$ cat config.mk
export PLATFORM = sky130hd
export DESIGN_NAME = led_row_scan_ctrl
export DESIGN_NICKNAME = d
export VERILOG_FILES = /design/src/rtl/led_pkg.sv /design/src/rtl/led_dwell_counter.sv /design/src/rtl/led_row_scan_ctrl.sv
export SDC_FILE = /design/constraint.sdc
export NUM_CORES = 1
export LEC_CHECK = 0
export CAP_MARGIN = 20
export CELL_PAD_IN_SITES_DETAIL_PLACEMENT = 1
export CELL_PAD_IN_SITES_GLOBAL_PLACEMENT = 1
export CORE_ASPECT_RATIO = 0.9
export CORE_MARGIN = 4
export CORE_UTILIZATION = 25
export CTS_BUF_LIST = sky130_fd_sc_hd__clkbuf_16
export CTS_CLUSTER_DIAMETER = 120
export DETAILED_ROUTE_END_ITERATION = 12
export GPL_TIMING_DRIVEN = 0
export PLACE_DENSITY = 0.51
export SYNTH_ARGS = -nofsm -noshare
export SYNTH_HDL_FRONTEND = slang
export SYNTH_SLANG_ARGS = --single-unit
$ cat constraint.sdc
create_clock -name i2s_clk -period 5.75 [get_ports i2s_clk]
set_input_delay 1.725 -clock i2s_clk [delete_from_list [all_inputs] [get_ports i2s_clk]]
set_output_delay 1.725 -clock i2s_clk [all_outputs]
set_load 0.03 [all_outputs]
$ cat src/rtl/led_pkg.sv
// Shared definitions for the LED row-scan sequencer: FSM state encoding and
// default geometry/timing values used as parameter defaults by the top level.
package led_pkg;

    localparam int ROW_W_DEF         = 6;
    localparam int NUM_ROWS_DEF      = 32;
    localparam int BRIGHT_W_DEF      = 8;
    localparam int ON_SHIFT_DEF      = 2;
    localparam int BLANK_CYCLES_DEF  = 4;
    localparam int SETTLE_CYCLES_DEF = 2;

    typedef enum logic [1:0] {
        ST_IDLE   = 2'd0,
        ST_BLANK  = 2'd1,
        ST_SETTLE = 2'd2,
        ST_ON     = 2'd3
    } state_e;

endpackage

$ cat src/rtl/led_dwell_counter.sv
// Loadable down-counter timing the BLANK, SETTLE and ON dwell periods.
// Ports:
//   i2s_clk  - clock, rising edge
//   rst_n    - asynchronous active-low reset (count clears to 0)
//   load     - load load_val this cycle (wins over dec)
//   load_val - value to load
//   dec      - decrement by one; holds at zero
//   zero     - count is zero
module led_dwell_counter #(
    parameter int W = 10
) (
    input  logic         i2s_clk,
    input  logic         rst_n,
    input  logic         load,
    input  logic [W-1:0] load_val,
    input  logic         dec,
    output logic         zero
);

    logic [W-1:0] cnt_q, cnt_d;

    always_comb begin
        cnt_d = cnt_q;
        if (load) begin
            cnt_d = load_val;
        end else if (dec && (cnt_q != '0)) begin
            cnt_d = cnt_q - W'(1);
        end
    end

    always_ff @(posedge i2s_clk or negedge rst_n) begin
        if (!rst_n) begin
            cnt_q <= '0;
        end else begin
            cnt_q <= cnt_d;
        end
    end

    assign zero = (cnt_q == '0);

endmodule

$ cat src/rtl/led_row_scan_ctrl.sv
// Row-scan / output-enable sequencer. On each row latch pulse it blanks the
// panel, switches the row address, lets it settle, then lights the row for a
// brightness-scaled dwell.
// Ports:
//   i2s_clk, rst_n  - clock and asynchronous active-low reset
//   lat_in          - 1-cycle row latch pulse; row_in/brightness valid with it
//   row_addr        - registered row address to the panel drivers
//   led_oe          - registered output enable, active low (1 = dark)
//   busy            - sequencer not idle
//   row_done        - pulse: row completed its full on-time
//   frame_start     - pulse: valid latch of row 0
//   overrun         - pulse: latch arrived while busy, current row aborted
//   row_err         - pulse: latch with out-of-range row number
module led_row_scan_ctrl
    import led_pkg::*;
#(
    parameter int ROW_W         = ROW_W_DEF,
    parameter int NUM_ROWS      = NUM_ROWS_DEF,
    parameter int BRIGHT_W      = BRIGHT_W_DEF,
    parameter int ON_SHIFT      = ON_SHIFT_DEF,
    parameter int BLANK_CYCLES  = BLANK_CYCLES_DEF,
    parameter int SETTLE_CYCLES = SETTLE_CYCLES_DEF
) (
    input  logic                i2s_clk,
    input  logic                rst_n,
    input  logic                lat_in,
    input  logic [ROW_W-1:0]    row_in,
    input  logic [BRIGHT_W-1:0] brightness,
    output logic [ROW_W-1:0]    row_addr,
    output logic                led_oe,
    output logic                busy,
    output logic                row_done,
    output logic                frame_start,
    output logic                overrun,
    output logic                row_err
);

    localparam int CNT_W = BRIGHT_W + ON_SHIFT;
    localparam logic [ROW_W:0] NUM_ROWS_L = (ROW_W+1)'(NUM_ROWS);

    state_e              state_q, state_d;
    logic [ROW_W-1:0]    pend_row_q, pend_row_d;
    logic [BRIGHT_W-1:0] pend_bright_q, pend_bright_d;
    logic [ROW_W-1:0]    row_addr_q, row_addr_d;
    logic                led_oe_q, led_oe_d;
    logic                row_done_q, row_done_d;
    logic                frame_start_q, frame_start_d;
    logic                overrun_q, overrun_d;
    logic                row_err_q, row_err_d;

    logic                cnt_load, cnt_dec, cnt_zero;
    logic [CNT_W-1:0]    cnt_val;
    logic [CNT_W-1:0]    on_time;
    logic                row_valid;

    // Full-width product; with CNT_W = BRIGHT_W+ON_SHIFT the shift cannot overflow.
    assign on_time   = {pend_bright_q, {ON_SHIFT{1'b0}}};
    assign row_valid = ({1'b0, row_in} < NUM_ROWS_L);

    led_dwell_counter #(.W(CNT_W)) u_dwell (
        .i2s_clk  (i2s_clk),
        .rst_n    (rst_n),
        .load     (cnt_load),
        .load_val (cnt_val),
        .dec      (cnt_dec),
        .zero     (cnt_zero)
    );

    always_comb begin
        state_d       = state_q;
        pend_row_d    = pend_row_q;
        pend_bright_d = pend_bright_q;
        row_addr_d    = row_addr_q;
        led_oe_d      = led_oe_q;
        row_done_d    = 1'b0;
        frame_start_d = 1'b0;
        overrun_d     = 1'b0;
        row_err_d     = 1'b0;
        cnt_load      = 1'b0;
        cnt_val       = '0;
        cnt_dec       = 1'b0;

        case (state_q)
            ST_BLANK: begin
                if (cnt_zero) begin
                    row_addr_d = pend_row_q;
                    state_d    = ST_SETTLE;
                    cnt_load   = 1'b1;
                    cnt_val    = CNT_W'(SETTLE_CYCLES - 1);
                end else begin
                    cnt_dec = 1'b1;
                end
            end
            ST_SETTLE: begin
                if (cnt_zero) begin
                    if (pend_bright_q == '0) begin
                        // Zero brightness: row is "done" without ever lighting.
                        state_d    = ST_IDLE;
                        row_done_d = 1'b1;
                    end else begin
                        led_oe_d = 1'b0;
                        state_d  = ST_ON;
                        cnt_load = 1'b1;
                        cnt_val  = on_time - CNT_W'(1);
                    end
                end else begin
                    cnt_dec = 1'b1;
                end
            end
            ST_ON: begin
                if (cnt_zero) begin
                    led_oe_d   = 1'b1;
                    row_done_d = 1'b1;
                    state_d    = ST_IDLE;
                end else begin
                    cnt_dec = 1'b1;
                end
            end
            default: ;
        endcase

        // A latch overrides whatever the current state was doing: the panel is
        // blanked at once and any in-flight row is abandoned (no row_done, and
        // no address switch even if BLANK was about to expire).
        if (lat_in) begin
            overrun_d  = (state_q != ST_IDLE);
            led_oe_d   = 1'b1;
            row_done_d = 1'b0;
            row_addr_d = row_addr_q;
            cnt_dec    = 1'b0;
            if (row_valid) begin
                pend_row_d    = row_in;
                pend_bright_d = brightness;
                state_d       = ST_BLANK;
                cnt_load      = 1'b1;
                cnt_val       = CNT_W'(BLANK_CYCLES - 1);
                frame_start_d = (row_in == '0);
            end else begin
                state_d   = ST_IDLE;
                row_err_d = 1'b1;
                cnt_load  = 1'b0;
                cnt_val   = '0;
            end
        end
    end

    always_ff @(posedge i2s_clk or negedge rst_n) begin
        if (!rst_n) begin
            state_q       <= ST_IDLE;
            pend_row_q    <= '0;
            pend_bright_q <= '0;
            row_addr_q    <= '0;
            led_oe_q      <= 1'b1;
            row_done_q    <= 1'b0;
            frame_start_q <= 1'b0;
            overrun_q     <= 1'b0;
            row_err_q     <= 1'b0;
        end else begin
            state_q       <= state_d;
            pend_row_q    <= pend_row_d;
            pend_bright_q <= pend_bright_d;
            row_addr_q    <= row_addr_d;
            led_oe_q      <= led_oe_d;
            row_done_q    <= row_done_d;
            frame_start_q <= frame_start_d;
            overrun_q     <= overrun_d;
            row_err_q     <= row_err_d;
        end
    end

    assign row_addr    = row_addr_q;
    assign led_oe      = led_oe_q;
    assign busy        = (state_q != ST_IDLE);
    assign row_done    = row_done_q;
    assign frame_start = frame_start_q;
    assign overrun     = overrun_q;
    assign row_err     = row_err_q;

endmodule

==> Yosys cells after proc, flatten, opt, wreduce, memory -nomap -nowiden <==
Cells that the tools add are included.
{ "word_totals": {"regBits": 37, "in_bits": 17, "out_inout_bits": 12, "wordCells": 73} }
{ "op_classes": {"n_addsub": 2, "order_cmp": 1, "eq_ne": 7, "mux": 38, "bitwise": 1, "n_reduce_logical": 14} }
{ "op_table": {"columns": ["cell", "n"], "rows": [
  ["two-way mux 10 bit", 5],
  ["two-way mux 1 bit", 22],
  ["case mux 10 bit (2 select lines)", 1],
  ["subtractor 10 x 1 -> 10 bit (second input constant)", 2],
  ["two-way mux 2 bit", 6],
  ["!= test 3 bit (second input constant)", 4],
  ["logical NOT 10 bit", 1],
  ["nonzero test 10 bit", 1],
  ["logical NOT 8 bit", 1],
  ["AND reduction 4 bit", 2],
  ["logical NOT 6 bit", 1],
  ["less-than comparator 6 bit (second input constant)", 1],
  ["case mux 1 bit (2 select lines)", 3],
  ["case mux 2 bit (3 select lines)", 1],
  ["== test 2 bit (second input constant)", 2],
  ["nonzero test 2 bit", 2],
  ["nonzero test 4 bit", 1],
  ["AND reduction 3 bit", 1],
  ["nonzero test 3 bit", 1],
  ["OR reduction 3 bit", 1],
  ["== test 2 x 1 -> 1 bit (second input constant)", 1],
  ["AND reduction 2 bit", 1],
  ["logical AND 1 bit", 1],
  ["inverter 1 bit", 1]
]} }

==> Logic depth before layout (Yosys ltp) <==
Gate-level depths: netlist of the first run.
{ "depth": {"ltp_word": 7, "ltp_mapped": 7, "depth_no_buf": 7} }

==> Hierarchy <==
A second synthesis of the first run with hierarchy kept.
{ "hier_totals": {"cells_unflattened": 185, "hier_area_um2": 1986.9} }
{ "modules_own_cells": {"columns": ["module", "instances", "cells_per_inst", "area_each_um2", "seq_area_each_um2"], "rows": [
  ["led_row_scan_ctrl", 1, 116, 1360.1, 676.9],
  ["led_dwell_counter", 1, 69, 626.9, 250.2]
]} }

==> Worst setup path after synthesis of the first run <==
No wires, ideal clock.
{ "synth_path": {"path_kind": "input to register", "start": "input lat_in", "end": "register u_dwell.cnt_q[3]", "setup_ns": 0.120, "t_arrival_ns": 2.786, "required_ns": 5.630, "path_slack_ns": 2.844, "cell_stages": 6, "path_buffers": 1, "cell_sequence": "clkbuf_1 > nor2_1 > o31a_4 > a211oi_4 > o21bai_1 > o211a_1"} }
{ "synth_between": {"elab_chain_len": 3, "elab_cells_between_ends": 6, "classes_between": "mux (4); reduce/logical (2)"} }
{ "synth_lines": {"columns": ["item", "line", "text"], "rows": [
  ["start: declaration", "led_row_scan_ctrl.sv:26", "input logic lat_in,"],
  ["two-way mux 1 bit", "led_row_scan_ctrl.sv:125", "if (lat_in) begin"],
  ["logical AND 1 bit", "led_dwell_counter.sv:26", "end else if (dec && (cnt_q != '0)) begin"],
  ["nonzero test 2 bit (no line)", null, null],
  ["end signal: assignment", "led_dwell_counter.sv:35", "cnt_q <= cnt_d;"],
  ["end: declaration", "led_dwell_counter.sv:20", "logic [W-1:0] cnt_q, cnt_d;"]
]} }
Several ways; a longest one is shown, not always the timed one.
A chain may end at the register's enable or synchronous reset.

==> Worst setup path after layout of the first run <==
{ "layout_path": {"start": "input lat_in", "end": "register u_dwell.cnt_q[6]"} }
Same word-level chain as after synthesis.

==> key figures, run 1 <==
Timing
  • Worst Hold Slack: 0.471 ns
  • Final period utilization: 60.1%
  • Slew Limit Headroom: 49.9%
  • Setup Skew: around 0.0055 ns
  • Endpoints failing hold: 0
  • Setup Viol. Count Final: 0
  • Min Tclk post-route: ~3.5 ns
  • Post-route setup slack: between 2 and 2.5 ns
  • Worst-margin pin slew: 0.744 ns
  • Max-slew violations: 0
  • FMAX: 0.289 GHz
  • Total Neg Setup Slack: 0 ns
  • RSZ-0062 raised after global routing: no

Power and ir drop
  • LEAKAGE: ~1.1 nW
  • Total power: 990 uW
  • Power Dens Cells: 390 nW/um^2
  • Maximum vdd drop: 0.112 mV

Route
  • DR vias: ~1,600
  • Drt first pass iters: 4
  • Routed WL per cell: around 14 um
  • Vias/cell: 4.60
  • DRC viols: 0
  • Antenna Nets Post-Route: 0
  • DR iter-0 viols: 39
  • WL final: 4840 um

CTS
  • CTS resizes: 0
  • Root Driver: clkbuf_16
  • Clk buf depth: 2
  • Htree depth: 2
  • CTS tree: built
  • Reg clk slew, reported paths: 0.06 ns
  • Setup Fix Bufs, Post-CTS: 0
  • Clk sinks: 37
  • CTS Buf Count: 5
  • Post-CTS Hold Fix Bufs: 0
  • Clk_lat worst skew: 0.28 ns

Yosys
  • Syn_area_per_cell: around 9.6 um^2
  • Seq cells post-synth: 37
  • Ys flop type: dfrtp_1
  • Async SR Flop Fraction: 100%
  • Synth unique cells: 45
  • Syn_nets: between 200 and 250
  • Post-synthesis sequential area ratio: between 40% and 50%
  • Number of synthesized flops with an enable pin: 0
  • Cells after Synth: 207
  • Ys Warns: 0
  • Synthesized cell area: 1990 um^2

Final layout
  • Final nets: 268
  • Cell area after layout: 2540 um^2
  • Commonest non-fill, non-tap cells in the layout: 40 x nand2_1, 36 x dfrtp_1, 27 x clkdlybuf4s50_1
  • Core Util, Final: between 30% and 40%
  • Commonest non-fill, non-tap cell in the layout: nand2_1
  • # fillers: around 900
  • Area Overhead vs Synth: 27.5%
  • Ant. Diodes: 0
  • Fraction of layout cells with a size suffix above 1: 10.7%
  • Post-Layout Cell Count: 339

Global routing
  • Gr usage total: 11.7%
  • Vias in the first global route: between 1,500 and 2,000
  • First-pass GRT wire length: 8630 um
  • Grt ovf: 0
  • Largest net degree at the start of global routing: 28
  • Initial antenna violation count: 0

Floorplanning
  • Core area: 7660 um^2
  • Initial Utilization: 26.0%
  • I/O pins: 29
  • Die width: ~100 um
  • Num rows: 30
  • Die Y: around 90 um
  • Die area: 9450 um^2

Place
  • Routability-driven placement congestion ratio: 0.756
  • Cells after DPL: 332
  • HPWL Detailed: 3690 um
  • Post-DP Area: about 2400 um^2
  • # port buffers: 28
  • Placement Setup Slack: 1.98 ns

Worst setup path
  • CP startpoint kind: primary input
  • Crit path DAT: 3.65 ns
  • CP max FO: 10
  • R2R cell count: 6
  • WS Path Type: primary input to flip-flop
  • Critical path capture point type: flip-flop
  • Critical path data required time: 5.94 ns

Outcome
  • Status: finished, final reports clean

Worst hold path
  • Worst hold path type: flip-flop to flip-flop
  • Hold path depth: 2

Flow run
  • Max-Cap Viols: 0
## per-layer routing
metal	share of wire, %	wire length, um	GRT usage (%)
met4	1.1	55	3.61
met2	42	2050	16.6
met3	4.5	219	3.54
met1	52	2510	17.0
met5	0	0	0
## path summary, 6_finish.rpt
path,end,slack [ns],from
min in group asynchronous,u_dwell.cnt_q[9]$_DFFE_PN0P_,1.32,rst_n
worst max-delay path,u_dwell.cnt_q[6]$_DFFE_PN0P_,2.29,lat_in
max in group asynchronous,row_addr[2]$_DFFE_PN0P_,3.99,rst_n
worst min register to register,pend_row_q[4]$_DFFE_PN0P_,0.47,pend_row_q[4]$_DFFE_PN0P_
worst max register to register,u_dwell.cnt_q[6]$_DFFE_PN0P_,3.38,u_dwell.cnt_q[2]$_DFFE_PN0P_
worst min-delay path,pend_row_q[4]$_DFFE_PN0P_,0.47,pend_row_q[4]$_DFFE_PN0P_
## synthesized netlist by cell type, types with 4 or more instances
master     n  area [um^2]
xnor2_1    4         35.0
a21oi_1   11         55.1
inv_1     10         37.5
ha_1       8          100
clkbuf_1   4         15.0
dfrtp_1   36          901
nand2_1   40          150
mux2_2     7         78.8
or4_1      4         30.0
nor3_1     9         45.0
o21ai_0    8         40.0
nor2_1    10         37.5
nand2b_1   6         37.5
## cell type report
class                      instances  area [um^2]  area share, %
timing repair buffer              29          295           11.6
sequential                        37          927           36.5
inverter                          10         37.5           1.48
clock inverter                     2         7.51          0.296
clock buffer                       5          125           4.93
tap                               96          120           4.73
multi-input combinational        154          995           39.2
buffer                             6         30.0           1.18
## worst max-delay path, stage by stage
cell	delay, ns
clkdlybuf4s50_1	0.50
clkbuf_1	0.32
nor2_1	0.16
o31a_4	0.18
a211oi_4	0.45
o21ai_0	0.20
o221ai_1	0.10
## registers in the layout (all words and copies together), names as in the netlist
name	flops
pend_row_q	6
overrun	1
u_dwell.cnt_q	10
pend_bright_q	8
state_q	2
frame_start	1
row_err	1
led_oe	1
row_done	1
row_addr	6
## power breakdown
part           total [mW]  switching [mW]  leakage (nW)  internal, mW
clock network       0.259           0.104        0.0685         0.155
registers           0.352          0.0414         0.477         0.311
logic               0.379           0.221         0.572         0.158
total               0.990           0.366          1.12         0.624
## cell families after synthesis
| family | after synthesis | share of synthesized area, % |
|---|---|---|
| buffers and inverters | 16 | 3.40 |
| XOR/XNOR | 7 | 3.08 |
| adder cells (fa/ha/maj) | 8 | 5.03 |
| AND/OR/NAND/NOR | 92 | 23.6 |
| multiplexers | 9 | 4.97 |
| AO/OA/AOI/OAI | 38 | 13.3 |
| flip-flops | 37 | 46.6 |
Power figures use the tool's default switching activity.
==> run 2, diff against run 1 <==
==> constraint.sdc (replaced) <==
create_clock -name i2s_clk -period 3.6 [get_ports i2s_clk]
set_input_delay 1.08 -clock i2s_clk [delete_from_list [all_inputs] [get_ports i2s_clk]]
set_output_delay 1.08 -clock i2s_clk [all_outputs]
set_load 0.03 [all_outputs]
==> results of run 2 <==
Same layout as run 1 (identical final DEF). Status: finished, final reports clean.
Main changes from that run: setup slack after placement 1.98 ns -> 0.480 ns; setup slack after layout 2.29 ns -> 0.789 ns; register-to-register setup slack 3.38 ns -> 1.23 ns; total power 0.990 mW -> 1.58 mW; worst IR drop on VDD 0.112 mV -> 0.178 mV
==> run 3, diff against run 2 <==
==> constraint.sdc (replaced) <==
create_clock -name i2s_clk -period 2.72 [get_ports i2s_clk]
set_input_delay 0.816 -clock i2s_clk [delete_from_list [all_inputs] [get_ports i2s_clk]]
set_output_delay 0.816 -clock i2s_clk [all_outputs]
set_load 0.03 [all_outputs]
==> key figures, run 3 (synthesis results as in run 1) <==
Power and ir drop
  • LEAKAGE: between 1 and 1.5 nW
  • Total power: 2.09 mW
  • Maximum vdd drop: 0.236 mV
  • Power Dens Cells: 825 nW/um^2

Flow run
  • Max-Cap Viols: 0

Timing
  • Worst-margin pin slew: 0.744 ns
  • Worst Hold Slack: 0.414 ns
  • Post-route setup slack: 0.195 ns
  • Setup Viol. Count Final: 0
  • Final period utilization: 92.8%
  • Total Neg Setup Slack: 0 ns
  • Endpoints failing hold: 0
  • Slew Limit Headroom: approximately half
  • FMAX: 0.396 GHz
  • RSZ-0062 raised after global routing: no
  • Max-slew violations: 0
  • Setup Skew: roughly 0.0055 ns
  • Min Tclk post-route: 2.52 ns

Worst setup path
  • WS Path Type: flip-flop to output port
  • Crit path DAT: 1.71 ns
  • Crit path largest cell delay: about 0.66 ns
  • Critical path capture point type: output port
  • Most common cell on crit path: inv_1
  • Slowest cell on the critical path: clkdlybuf4s50_1
  • CP max FO: 4
  • CP startpoint kind: flip-flop
  • CP Cell Sequence: inv_1, ha_1, inv_1, clkdlybuf4s50_1
  • Critical path data required time: approximately 1.9 ns

Place
  • Post-DP Area: 2400 um^2
  • Routability-driven placement congestion ratio: approximately 0.76
  • Placement Setup Slack: -0.136 ns
  • # port buffers: 28
  • Cells after DPL: 332
  • HPWL Detailed: between 3000 and 4000 um

Outcome
  • Status: finished, final reports clean

Global routing
  • Gr usage total: 11.7%
  • Grt ovf: 0
  • Largest net degree at the start of global routing: 28
  • Initial antenna violation count: 0
  • Vias in the first global route: around 1,700
  • First-pass GRT wire length: 8630 um

CTS
  • Clk_lat worst skew: between 0.2 and 0.3 ns
  • CTS Buf Count: 5
  • Clk buf depth: 2
  • Htree depth: 2
  • Setup Fix Bufs, Post-CTS: 0
  • CTS tree: built
  • Root Driver: clkbuf_16
  • Clk sinks: 37
  • Reg clk slew, reported paths: 0.06 ns

Final layout
  • Commonest non-fill, non-tap cells in the layout: 40 x nand2_1, 36 x dfrtp_1, 27 x clkdlybuf4s50_1
  • Top flop regs: u_dwell.cnt_q x10, pend_bright_q x8
  • Commonest non-fill, non-tap cell in the layout: nand2_1
  • Fraction of layout cells with a size suffix above 1: 11.1%
  • Area Overhead vs Synth: 27.6%
  • Largest register by flop count: u_dwell.cnt_q
  • Final nets: around 270
  • Cell area after layout: 2540 um^2
  • Ant. Diodes: 0
  • Post-Layout Cell Count: 339
  • Core Util, Final: between 30% and 40%
  • Max FFs per register: 10

Route
  • DR iter-0 viols: 39
  • DRC viols: 0
  • WL final: 4840 um
  • Drt first pass iters: 4
  • DR vias: 1,559
  • Antenna Nets Post-Route: 0
  • Vias/cell: roughly 4.6
  • Routed WL per cell: 14.3 um

Floorplanning
  • Die Y: a little over 90 um
  • I/O pins: 29
  • Core area: 7660 um^2
  • Num rows: 30
  • Die area: 9450 um^2
  • Initial Utilization: 26.0%
  • Die width: about 100 um

Worst hold path
  • Worst hold path type: primary input to async pin
run 3: changes by cell type in the layout (fill, tap and decap cells not counted):
| cell | change |
|---|---|
| clkbuf_1 | -1 |
| clkbuf_2 | +1 |
run 3: metal layers:
metal	share of wire, %	wire, um	vias up	GRT usage, %
met5	0	0	-	0
li1	-	-	783	-
met3	4.5	219	6	3.54
met4	1.1	55	0	3.61
met2	42	2050	28	16.6
met1	52	2510	742	17.0
run 3: what timing repair did:
action | in CTS | in global routing
hold endpoints to repair | 0 | 0
hold buffers | 0 | 0
resized for setup | 0 | 2
setup endpoints to repair | 0 | 4
run 3: critical path, delay by kind of cell, from the launching register on:
kind,cells,cell delay (ns)
buf+inv,3,0.80
flops,1,0.40
fa+ha+maj,1,0.23
run 3: path summary, 6_finish.rpt:
| check | slack, ns | cells past startpoint | startpoint | to |
|---|---|---|---|---|
| setup reg to reg | 0.35 | 6 | u_dwell.cnt_q[2]$_DFFE_PN0P_ | u_dwell.cnt_q[6]$_DFFE_PN0P_ |
| min in group i2s_clk | 0.47 | 2 | pend_row_q[4]$_DFFE_PN0P_ | pend_row_q[4]$_DFFE_PN0P_ |
| hold reg to reg | 0.47 | 2 | pend_row_q[4]$_DFFE_PN0P_ | pend_row_q[4]$_DFFE_PN0P_ |
| setup / recovery | 0.20 | 4 | state_q[0]$_DFFE_PN0P_ | busy |
| hold / removal | 0.41 | 1 | rst_n | u_dwell.cnt_q[9]$_DFFE_PN0P_ |
| max in group asynchronous | 1.87 | 2 | rst_n | row_addr[2]$_DFFE_PN0P_ |
run 3: final cells by class:
type	instances	area, um^2
timing repair buffer	29	295
tap	96	120
clock buffer	5	125
buffer	6	31.3
sequential	37	927
multi-input combinational	154	995
clock inverter	2	7.51
inverter	10	37.5
fill	904	5120
run 3: power by group:
group | internal, mW | switching, mW
Combinational | 0.334 | 0.468
Clock | 0.328 | 0.219
Sequential | 0.657 | 0.0876
Total | 1.32 | 0.775
